--- src/rtl/fetch_stage_if.sv ---
// Fetch-stage bus bundle: redirect/stall controls, instruction-memory port, IF/ID outputs.
// Purely structural: no logic, no latency of its own.
// The master side is the fetch stage; the slave side is its environment.
interface fetch_stage_if;
  // hazard and redirect controls from later stages
  logic        stall;
  logic        branch;
  logic        alu_zero;
  logic [7:0]  pc_branch;
  logic        jmp;
  logic [7:0]  pc_jmp;

  // asynchronous-read instruction memory
  logic [5:0]  imem_addr;
  logic [31:0] imem_rdata;

  // IF/ID register and debug PC
  logic [31:0] id_instr;
  logic [7:0]  id_pc;
  logic        id_valid;
  logic [7:0]  pc;

  modport master (
    input  stall,
    input  branch,
    input  alu_zero,
    input  pc_branch,
    input  jmp,
    input  pc_jmp,
    output imem_addr,
    input  imem_rdata,
    output id_instr,
    output id_pc,
    output id_valid,
    output pc
  );

  modport slave (
    output stall,
    output branch,
    output alu_zero,
    output pc_branch,
    output jmp,
    output pc_jmp,
    input  imem_addr,
    output imem_rdata,
    input  id_instr,
    input  id_pc,
    input  id_valid,
    input  pc
  );
endinterface

--- src/rtl/fetch_stage.sv ---
// MIPS instruction fetch: owns PC, drives async imem, loads IF/ID; optional counters via FETCH_PERF_CNT_EN.
// Latency: instruction at pc=A appears on id_instr one edge later; each redirect costs one bubble.
// Backpressure: stall freezes PC and IF/ID; a taken branch or jump overrides stall.
module fetch_stage #(
  parameter logic [7:0] RESET_PC = 8'h00,
  parameter int         PERF_W   = 16
) (
  input  logic              clk,
  input  logic              rst,
  fetch_stage_if.master     fif
`ifdef FETCH_PERF_CNT_EN
  ,
  output logic [PERF_W-1:0] perf_fetch,
  output logic [PERF_W-1:0] perf_stall,
  output logic [PERF_W-1:0] perf_flush
`endif
);

  // Bad parameterisations are caught at elaboration rather than producing odd fetch addresses.
  if (RESET_PC[1:0] != 2'b00) begin : g_bad_reset_pc
    $error("fetch_stage: RESET_PC must be word-aligned");
  end
  if (PERF_W < 1) begin : g_bad_perf_w
    $error("fetch_stage: PERF_W must be at least 1");
  end

  // Architectural state: the PC and the IF/ID register.
  logic [7:0]  pc_q;
  logic [7:0]  pc_next;
  logic [31:0] id_instr_q;
  logic [7:0]  id_pc_q;
  logic        id_valid_q;

  // Redirect decode. The branch is older than the jump, so it wins.
  logic        br_taken;
  logic        redirect;
  logic        hold;
  logic [7:0]  pc_seq;
  logic [7:0]  br_target;
  logic [7:0]  jmp_target;

  assign br_taken   = fif.branch & fif.alu_zero;
  assign redirect   = br_taken | fif.jmp;
  assign hold       = fif.stall & ~redirect;
  assign pc_seq     = pc_q + 8'd4;   // 8-bit wrap FC -> 00 is intended

  // Targets are forced to word alignment; the low address bits are ignored.
  assign br_target  = {fif.pc_branch[7:2], 2'b00};
  assign jmp_target = {fif.pc_jmp[7:2], 2'b00};

  logic unused_low_bits;
  assign unused_low_bits = ^{fif.pc_branch[1:0], fif.pc_jmp[1:0]};

  // Next-PC select: branch > jump > stall > sequential.
  always_comb begin
    pc_next = pc_seq;
    if (br_taken) begin
      pc_next = br_target;
    end else if (fif.jmp) begin
      pc_next = jmp_target;
    end else if (fif.stall) begin
      pc_next = pc_q;
    end
  end

  // PC register; reset wins over every other input on the same edge.
  always_ff @(posedge clk) begin
    if (rst) begin
      pc_q <= RESET_PC;
    end else begin
      pc_q <= pc_next;
    end
  end

  // IF/ID register: squash the wrong-path fetch on redirect, freeze on stall, else load.
  always_ff @(posedge clk) begin
    if (rst) begin
      id_instr_q <= 32'h0;
      id_pc_q    <= 8'h00;
      id_valid_q <= 1'b0;
    end else if (redirect) begin
      id_instr_q <= 32'h0;
      id_pc_q    <= 8'h00;
      id_valid_q <= 1'b0;
    end else if (!fif.stall) begin
      id_instr_q <= fif.imem_rdata;
      id_pc_q    <= pc_seq;
      id_valid_q <= 1'b1;
    end
  end

  // Memory address comes from the PC register only, never from next-PC.
  assign fif.imem_addr = pc_q[7:2];
  assign fif.id_instr  = id_instr_q;
  assign fif.id_pc     = id_pc_q;
  assign fif.id_valid  = id_valid_q;
  assign fif.pc        = pc_q;

`ifdef FETCH_PERF_CNT_EN
  localparam logic [PERF_W-1:0] PerfMax = {PERF_W{1'b1}};
  localparam logic [PERF_W-1:0] PerfOne = PERF_W'(1);

  logic fetch_evt;
  assign fetch_evt = ~redirect & ~fif.stall;

  // Saturating event counters: real loads, honoured stalls, redirects.
  always_ff @(posedge clk) begin
    if (rst) begin
      perf_fetch <= '0;
      perf_stall <= '0;
      perf_flush <= '0;
    end else begin
      if (fetch_evt && perf_fetch != PerfMax) begin
        perf_fetch <= perf_fetch + PerfOne;
      end
      if (hold && perf_stall != PerfMax) begin
        perf_stall <= perf_stall + PerfOne;
      end
      if (redirect && perf_flush != PerfMax) begin
        perf_flush <= perf_flush + PerfOne;
      end
    end
  end
`else
  logic unused_hold;
  assign unused_hold = hold;
`endif

endmodule

--- src/flat_wrapper.sv ---
// flat-port wrapper written by rule: the top's interface ports become plain ports
module fetch_stage_flat 
#(
  parameter logic [7:0] RESET_PC = 8'h00,
  parameter int         PERF_W   = 16
)
  (clk, rst, fif_stall, fif_branch, fif_alu_zero, fif_pc_branch, fif_jmp, fif_pc_jmp, fif_imem_addr, fif_imem_rdata, fif_id_instr, fif_id_pc, fif_id_valid, fif_pc);
  fetch_stage_if fif_i ();
  input  logic clk;
  input  logic rst;
  input wire logic [$bits(fif_i.stall)-1:0] fif_stall;
  input wire logic [$bits(fif_i.branch)-1:0] fif_branch;
  input wire logic [$bits(fif_i.alu_zero)-1:0] fif_alu_zero;
  input wire logic [$bits(fif_i.pc_branch)-1:0] fif_pc_branch;
  input wire logic [$bits(fif_i.jmp)-1:0] fif_jmp;
  input wire logic [$bits(fif_i.pc_jmp)-1:0] fif_pc_jmp;
  output wire logic [$bits(fif_i.imem_addr)-1:0] fif_imem_addr;
  input wire logic [$bits(fif_i.imem_rdata)-1:0] fif_imem_rdata;
  output wire logic [$bits(fif_i.id_instr)-1:0] fif_id_instr;
  output wire logic [$bits(fif_i.id_pc)-1:0] fif_id_pc;
  output wire logic [$bits(fif_i.id_valid)-1:0] fif_id_valid;
  output wire logic [$bits(fif_i.pc)-1:0] fif_pc;
  assign fif_i.stall = fif_stall;
  assign fif_i.branch = fif_branch;
  assign fif_i.alu_zero = fif_alu_zero;
  assign fif_i.pc_branch = fif_pc_branch;
  assign fif_i.jmp = fif_jmp;
  assign fif_i.pc_jmp = fif_pc_jmp;
  assign fif_imem_addr = fif_i.imem_addr;
  assign fif_i.imem_rdata = fif_imem_rdata;
  assign fif_id_instr = fif_i.id_instr;
  assign fif_id_pc = fif_i.id_pc;
  assign fif_id_valid = fif_i.id_valid;
  assign fif_pc = fif_i.pc;
  fetch_stage #(.RESET_PC(RESET_PC), .PERF_W(PERF_W)) u_core (.clk(clk), .rst(rst), .fif(fif_i));
endmodule
--- config.mk ---
export PLATFORM = sky130hd
export DESIGN_NAME = fetch_stage_flat
export DESIGN_NICKNAME = d
export VERILOG_FILES = /design/src/rtl/fetch_stage_if.sv /design/src/rtl/fetch_stage.sv /design/src/flat_wrapper.sv
export SDC_FILE = /design/constraint.sdc
export NUM_CORES = 1
export LEC_CHECK = 0
export BUFFER_PORTS_ARGS = -buffer_cell sky130_fd_sc_hd__buf_4
export CAP_MARGIN = 10
export CORE_ASPECT_RATIO = 0.9
export CORE_UTILIZATION = 43
export DETAILED_ROUTE_END_ITERATION = 8
export HOLD_SLACK_MARGIN = 0.08
export PLACE_DENSITY = 0.79
export SETUP_SLACK_MARGIN = 0.15
export SKIP_LAST_GASP = 1
export SLEW_MARGIN = 40
export SYNTH_ARGS = -nofsm -noshare
export SYNTH_HDL_FRONTEND = slang
export SYNTH_SLANG_ARGS = --single-unit
--- constraint.sdc ---
create_clock -name clk -period 1.44 [get_ports clk]
set_input_delay 0.36 -clock clk [delete_from_list [all_inputs] [get_ports clk]]
set_output_delay 0.36 -clock clk [all_outputs]
set_load 0.005 [all_outputs]
Yosys cells after proc, flatten, opt, wreduce, memory -nomap -nowiden
Cells that the tools add are included.
Widths: inputs -> output; s select.

operators by class
  add/subtract/negate cells = 1
  equal/unequal tests = 1
  multiplexer cells = 3
  bitwise operators = 2
  reduce and logical (&&, ||, !) cells = 2

operators with widths
  operator             count
  $mux 8               3
  $add 8x3->8 const B  1
  $ne 3x1->1 const B   1
  $reduce_or 3->1      1
  $reduce_or 2->1      1
  $and 1x1->1          1
  $or 1x1->1           1

word-level totals
  register bits = 49
  logic and storage cells = 14

Depth between registers and ports, before layout
Gate-level depths: netlist of the first run.

  word-level depth = 4
  gate-level depth with buffers = 6
  depth with buffers taken out = 5

Worst setup path after synthesis of the first run
No wires, ideal clock.

  kind = register to register
  start = register u_core.pc_q[2], in the netlist u_core.fif.pc[2]
  end = register u_core.pc_q[6], in the netlist u_core.fif.pc[6]
  data arrival time = 1224 ps
  required time = 1348 ps
  setup slack = 124 ps
  stages on the path, launching flop included = 6
  buffers on the path = 0
  clock period less this slack = 1316 ps
  cell sequence = dfxtp_1 > ha_1 > nand3_1 > xor2_1 > and3_1 > nor4_1

on the way
  word-level cells in the longest chain between the ends = 4

ends and longest elaborated chain
  item                    line               text
  start, declared         fetch_stage.sv:28  logic [7:0] pc_q;
  start signal, assigned  fetch_stage.sv:71  pc_q <= pc_next;
  $add 8x3->8             fetch_stage.sv:45  assign pc_seq = pc_q + 8'd4;
  $mux 8                  fetch_stage.sv:61  end else if (fif.stall) begin
  $mux 8                  fetch_stage.sv:59  end else if (fif.jmp) begin
  $mux 8                  fetch_stage.sv:57  if (br_taken) begin

No other way between the ends. The select of a mux whose other input is x is not followed.
A chain may end at the register's enable or synchronous reset.

Worst setup path in the final report of the first run
  start = register u_core.pc_q[3], in the netlist u_core.fif.pc[3]
  end = register u_core.pc_q[5], in the netlist u_core.fif.pc[5]

The elaborated chain is that of the path after synthesis.

==> results of run 1 <==
what timing repair did:
action,in CTS,in global routing
pin swaps,2,1
hold buffers,0,0
setup endpoints to repair,4,11
setup buffers,1,0
gates resized for setup,6,3
worst max-delay path, cell delays in order, from the launching register on:
cell and delay [ns]:
dfxtp_2 0.33, buf_4 0.14, and3_4 0.18, xnor2_2 0.15, and3_4 0.18, nor4_2 0.22
cell usage after synthesis:
cell	n	share of area [%]
o21a_1	3	1.2
a21oi_1	7	1.8
ha_1	1	0.66
conb_1	1	0.20
a21oi_2	1	0.46
nand4_1	1	0.33
nor2b_1	1	0.33
and3_1	1	0.33
nand2_1	9	1.8
dfxtp_1	45	47
xnor2_1	2	0.92
nand3b_1	2	0.79
inv_1	3	0.59
o21ai_1	1	0.26
o211ai_1	2	0.79
and2_1	1	0.33
nor3b_1	1	0.40
mux2i_1	35	18
xor2_1	3	1.4
nor4_1	2	0.66
nand3_1	4	1.1
nor3_1	1	0.26
and3_4	2	1.2
clkbuf_1	2	0.40
buf_2	3	0.79
o21ai_0	4	1.1
a311oi_1	1	0.46
nor4_2	1	0.66
nand2b_1	1	0.33
buf_4	14	5.5
nor2_1	43	8.5
buf_6	1	0.59
power by group through the flow:
| stage | clock (W) | sequential [W] | combinational [W] |
|---|---|---|---|
| final | 0.000752 | 0.00133 | 0.000464 |
| after global routing | 0.000832 | 0.00134 | 0.000505 |
| after CTS | 0.000782 | 0.00133 | 0.000465 |
| after detailed placement | 0 | 0.00136 | 0.000451 |
| after global placement | 0 | 0.00136 | 0.000443 |
| after floorplan | 0 | 0.00136 | 0.000228 |
kinds of logic (layout without fill, tap and decap cells):
family / Yosys count / in the layout / share of synthesized area (%)
flip-flops: 45 / 45 / 47.5
multiplexers: 35 / 35 / 18.5
other: 1 / 4 / 0.198
XOR/XNOR: 5 / 5 / 2.31
AND/OR/NAND/NOR: 70 / 70 / 16.9
adder cells (fa/ha/maj): 1 / 1 / 0.659
AO/OA/AOI/OAI: 19 / 19 / 6.06
buffers and inverters: 23 / 118 / 7.91
state kept, by name, indices dropped and copies added, names as in the netlist:
signal               cells
u_core.fif.id_valid      1
u_core.fif.id_instr     32
u_core.fif.pc            6
u_core.fif.id_pc         6
per-stage QoR:
| stage | cells | hold slack [ns] | worst slack, ns | instance area (sq um) |
|---|---|---|---|---|
| after floorplan | 202 | 0.425 | 0.166 | 1910 |
| after global placement | 349 | 0.437 | 0.0878 | 2660 |
| after detailed placement | 349 | 0.448 | 0.00835 | 2660 |
| after CTS | 357 | 0.284 | 0.115 | 2780 |
| after global routing | 357 | 0.282 | 0.108 | 2780 |
| final | 357 | 0.294 | 0.145 | 2780 |
metal layers:
layer,up-vias,share of wire (%)
met5,-,0
met4,0,0.56
met3,2,7.4
met2,66,47
met1,770,45
li1,850,-
area by class of cell:
| type | instances | area share [%] |
|---|---|---|
| clock buffer | 7 | 3.10 |
| inverter | 3 | 0.404 |
| tap | 60 | 2.70 |
| multi-input combinational | 134 | 31.4 |
| timing repair buffer | 108 | 29.7 |
| sequential | 45 | 32.7 |
worst paths after layout:
check,from,to,cells past startpoint
max reg2reg,u_core.fif.pc[3],u_core.fif.pc[5],5
min reg2reg,u_core.fif.id_valid,u_core.fif.id_valid,2
max,u_core.fif.pc[3],u_core.fif.pc[5],5
min,rst,u_core.fif.pc[4],2
==> flow_metrics.env, run 1 <==
export IMPL_status="completed"
export IMPL_grtUsageTotal_pct=18.6
export IMPL_intPower_w=0.00195
export IMPL_vdd_drop_max_mv=0.680
export IMPL_use_met2_pct=30.3
export IMPL_rsz0062_at_grt="yes"
export IMPL_p_per_area_nw_per_um2=916
export IMPL_hp_class="in -> reg"
export IMPL_use_met1_pct=22.8
export IMPL_grt_ovfl_total=0
export IMPL_grt_pass1_vias=1541
export IMPL_synth_area_sq_um=1900
export IMPL_pin_count=109
export IMPL_required_ns=1.64
export IMPL_crit_fanout=4
export IMPL_setup_tns_ns=0
export IMPL_max_cap_viol_count=0
export IMPL_grt_pass1_wl_um=6720
export IMPL_p_sw_share_pct=23.6
export IMPL_grt_max_degree=45
export IMPL_cts_buffers=5
export IMPL_drive_gt1_share_pct=42.4
export IMPL_die_w_um=72.0
export IMPL_routed_wl_um=4430
export IMPL_antenna_found_initial=0
export IMPL_ant_nets=0
export IMPL_rows=22
export IMPL_leakage_nw=1.35
export IMPL_ys_types=32
export IMPL_fill_cells=359
export IMPL_max_freq_ghz=0.772
export IMPL_synth_warnings=0
export IMPL_critPathArrivalTime_ns=1.49
export IMPL_p_comb_share_pct=18.2
export IMPL_dr_pass1_iters=4
export IMPL_numPortBuffers=100
export IMPL_syn_avg_cell_area_sq_um=9.54
export IMPL_drt_iter0_markers=92
export IMPL_place_gp_congestion=0.814
export IMPL_die_area_sq_um=4680
export IMPL_area_delta_synth_final_pct=46.7
export IMPL_drc=0
export IMPL_fin_worst_skew_ns=0.00170
export IMPL_synthCells=199
export IMPL_regArea_sq_um=910
export IMPL_cts_tree="done"
export IMPL_final_util_pct=67.0
export IMPL_worst_setup_path_type="reg -> reg"
export IMPL_r2r_setup_slack_ns=0.14
export IMPL_clk_latency_ns=0.28
export IMPL_hold_viol=0
export IMPL_setup_violations=0
export IMPL_multiInputGateArea_sq_um=875
export IMPL_min_period_ns=1.30
export IMPL_layout_common_cells="buf_4, nor2_1, dfxtp_1"
export IMPL_nNetsFinal=352
export IMPL_synth_seq_cells=45
export IMPL_num_vias=1688
export IMPL_fp_coreArea_sq_um=4160
export IMPL_grt_util_met3_pct=5.91
export IMPL_min_period_over_period_pct=89.9
export IMPL_seqPwrFrac_pct=52.3
export IMPL_fp_dieH_um=65.0
export IMPL_clk_pin_slew_ns=0.07
export IMPL_synth_yosys_seq_area_share_pct=47.5
export IMPL_start_util_pct=45.7
export IMPL_clkPwrFrac_pct=29.5
export IMPL_power_switching_w=0.000601
export IMPL_cts_htree_levels=2
export IMPL_cts_sinks=45
export IMPL_final_common_cell="buf_4"
export IMPL_wire_per_inst_um=12.4
export IMPL_grt_busiest_layer="met2"
export IMPL_hpwl_um=3260
export IMPL_viasPerCell=4.73
export IMPL_cp_end_kind="flip-flop"
export IMPL_diodes=0
export IMPL_start_kind="flip-flop"
export IMPL_cts_root_buffer="clkbuf_8"
export IMPL_cts_path_max_buffers=2
export IMPL_final_max_slew_viol_count=0
export IMPL_p_total_w=0.00255
(Power assumes the default switching activity.)
==> run 2: changes to the inputs <==
- PLACE_DENSITY: 0.79 -> 0.75
==> run 2 against run 1 <==
Compared with the run above:
- sequential power about the same
- cell count up 1.1%
- first-iteration DRC count down 36%
- flip-flop and latch count unchanged
- global-route usage down 0.66 points
- count of clock-buffer cells in the layout down 1
- critical path depth down 3
- non-clock buffer count up 3
- combinational power up 0.9%
- final area up 1.7%
- die area unchanged
- worst setup slack worse by 0.0061 ns
- largest cell class unchanged
==> flow_metrics.env, run 2 (synthesized netlist as in run 1, its figures left out) <==
export IMPL_dpl_worst_slack_ns=0.0801
export IMPL_final_common_cell="buf_4"
export IMPL_slowest_delay_ns=0.40
export IMPL_postPlaceCellArea_sq_um=2690
export IMPL_cts_htree_levels=2
export IMPL_fill_cells=367
export IMPL_grt_ovfl_total=0
export IMPL_cts_sinks=45
export IMPL_nNetsFinal=355
export IMPL_rows=22
export IMPL_min_period_over_period_pct=90.4
export IMPL_required_ns=1.08
export IMPL_grt_max_degree=33
export IMPL_hpwl_um=3290
export IMPL_layout_common_cells="buf_4, nor2_1, dfxtp_1"
export IMPL_final_max_slew_viol_count=0
export IMPL_hp_class="in -> reg"
export IMPL_cts_root_buffer="clkbuf_8"
export IMPL_fin_worst_skew_ns=0.00387
export IMPL_cts_buffers=5
export IMPL_max_freq_ghz=0.769
export IMPL_clk_latency_ns=0.28
export IMPL_dp_cells=352
export IMPL_route_met3_wl_um=262
export IMPL_ant_nets=0
export IMPL_die_w_um=72.0
export IMPL_max_cap_viol_count=0
export IMPL_diodes=0
export IMPL_route_layer_met1_wl_um=1860
export IMPL_viasPerCell=4.63
export IMPL_hold_viol=0
export IMPL_antenna_found_initial=0
export IMPL_vdd_drop_max_mv=0.620
export IMPL_worst_setup_path_type="reg -> out"
export IMPL_grtUsageTotal_pct=18.0
export IMPL_fp_dieH_um=65.0
export IMPL_cts_tree="done"
export IMPL_crit_fanout=5
export IMPL_place_gp_congestion=0.792
export IMPL_area_delta_synth_final_pct=49.2
export IMPL_critPathArrivalTime_ns=0.94
export IMPL_holdWs_ns=0.289
export IMPL_crit_chain="buf_4 > buf_4"
export IMPL_setup_ws_ns=0.139
export IMPL_grt_pass1_vias=1552
export IMPL_slowest_stage="dfxtp_1"
export IMPL_die_area_sq_um=4680
export IMPL_fp_coreArea_sq_um=4160
export IMPL_top_layer_used="met4"
export IMPL_design_area_sq_um=2830
export IMPL_multiInputGateArea_sq_um=868
export IMPL_cts_path_max_buffers=2
export IMPL_routed_wl_um=4180
export IMPL_largest_reg_flops=32
export IMPL_clk_pin_slew_ns=0.08
export IMPL_final_cells=361
export IMPL_drc=0
export IMPL_cp_end_kind="output port"
export IMPL_setup_tns_ns=0
export IMPL_routed_wl_met2_um=2050
export IMPL_dr_pass1_iters=4
export IMPL_crit_top_cell="buf_4"
export IMPL_num_vias=1671
export IMPL_status="completed"
export IMPL_cts_hold_repair_buffers=0
export IMPL_leakage_nw=1.38
export IMPL_pin_count=109
export IMPL_regArea_sq_um=907
export IMPL_min_period_ns=1.30
export IMPL_wire_per_inst_um=11.6
export IMPL_start_kind="flip-flop"
export IMPL_rsz0062_at_grt="yes"
export IMPL_drt_iter0_markers=59
export IMPL_start_util_pct=45.7
export IMPL_setup_violations=0
export IMPL_grt_pass1_wl_um=6690
export IMPL_p_per_area_nw_per_um2=971
export IMPL_numPortBuffers=100
export IMPL_drive_gt1_share_pct=42.5
run 2: through the flow:
stage                     util, %  power [W]
after CTS                    67.8    0.00278
after global placement       64.6    0.00181
after detailed placement     64.6    0.00182
after floorplan                 -    0.00159
after global routing         68.1    0.00288
final                        68.1    0.00275
run 2: what timing repair did:
item | CTS | global route
pin swaps | 0 | 2
buffers inserted | 1 | 0
setup endpoints to repair | 4 | 9
resized for setup | 3 | 3
run 2: report_power, final:
part	internal [W]	leakage [nW]	switching, W	total (W)
clock	0.000564	0.0574	0.000390	0.000953
combinational	0.000279	0.955	0.000189	0.000468
sequential	0.00129	0.368	0.0000353	0.00133
total	0.00213	1.38	0.000614	0.00275
run 2: final timing paths:
path	start	end	slack, ns	cells after the start
worst max-delay path	u_core.fif.pc[5]	fif_imem_addr[3]	0.14	2
worst min-delay path	rst	u_core.fif.pc[3]	0.29	2
worst max register to register	u_core.fif.pc[3]	u_core.fif.pc[5]	0.15	5
worst min register to register	u_core.fif.id_valid	u_core.fif.id_valid	0.45	2
run 2: layout make-up:
type / count / share of cell area [%]
clock buffer: 6 / 2.92
sequential: 45 / 32.0
tap: 60 / 2.65
clock inverter: 2 / 1.33
timing repair buffer: 111 / 30.0
inverter: 3 / 0.398
multi-input combinational: 134 / 30.7
run 2: layer usage:
layer / track usage, % / vias up
met5: 0 / -
li1: - / 857
met4: 3.68 / 0
met3: 4.51 / 2
met1: 22.4 / 755
met2: 31.4 / 57
run 2: critical path: cells and delay by family, from the launching register on:
family	cells	cell delay [ns]
buf+inv	2	0.26
flops	1	0.40
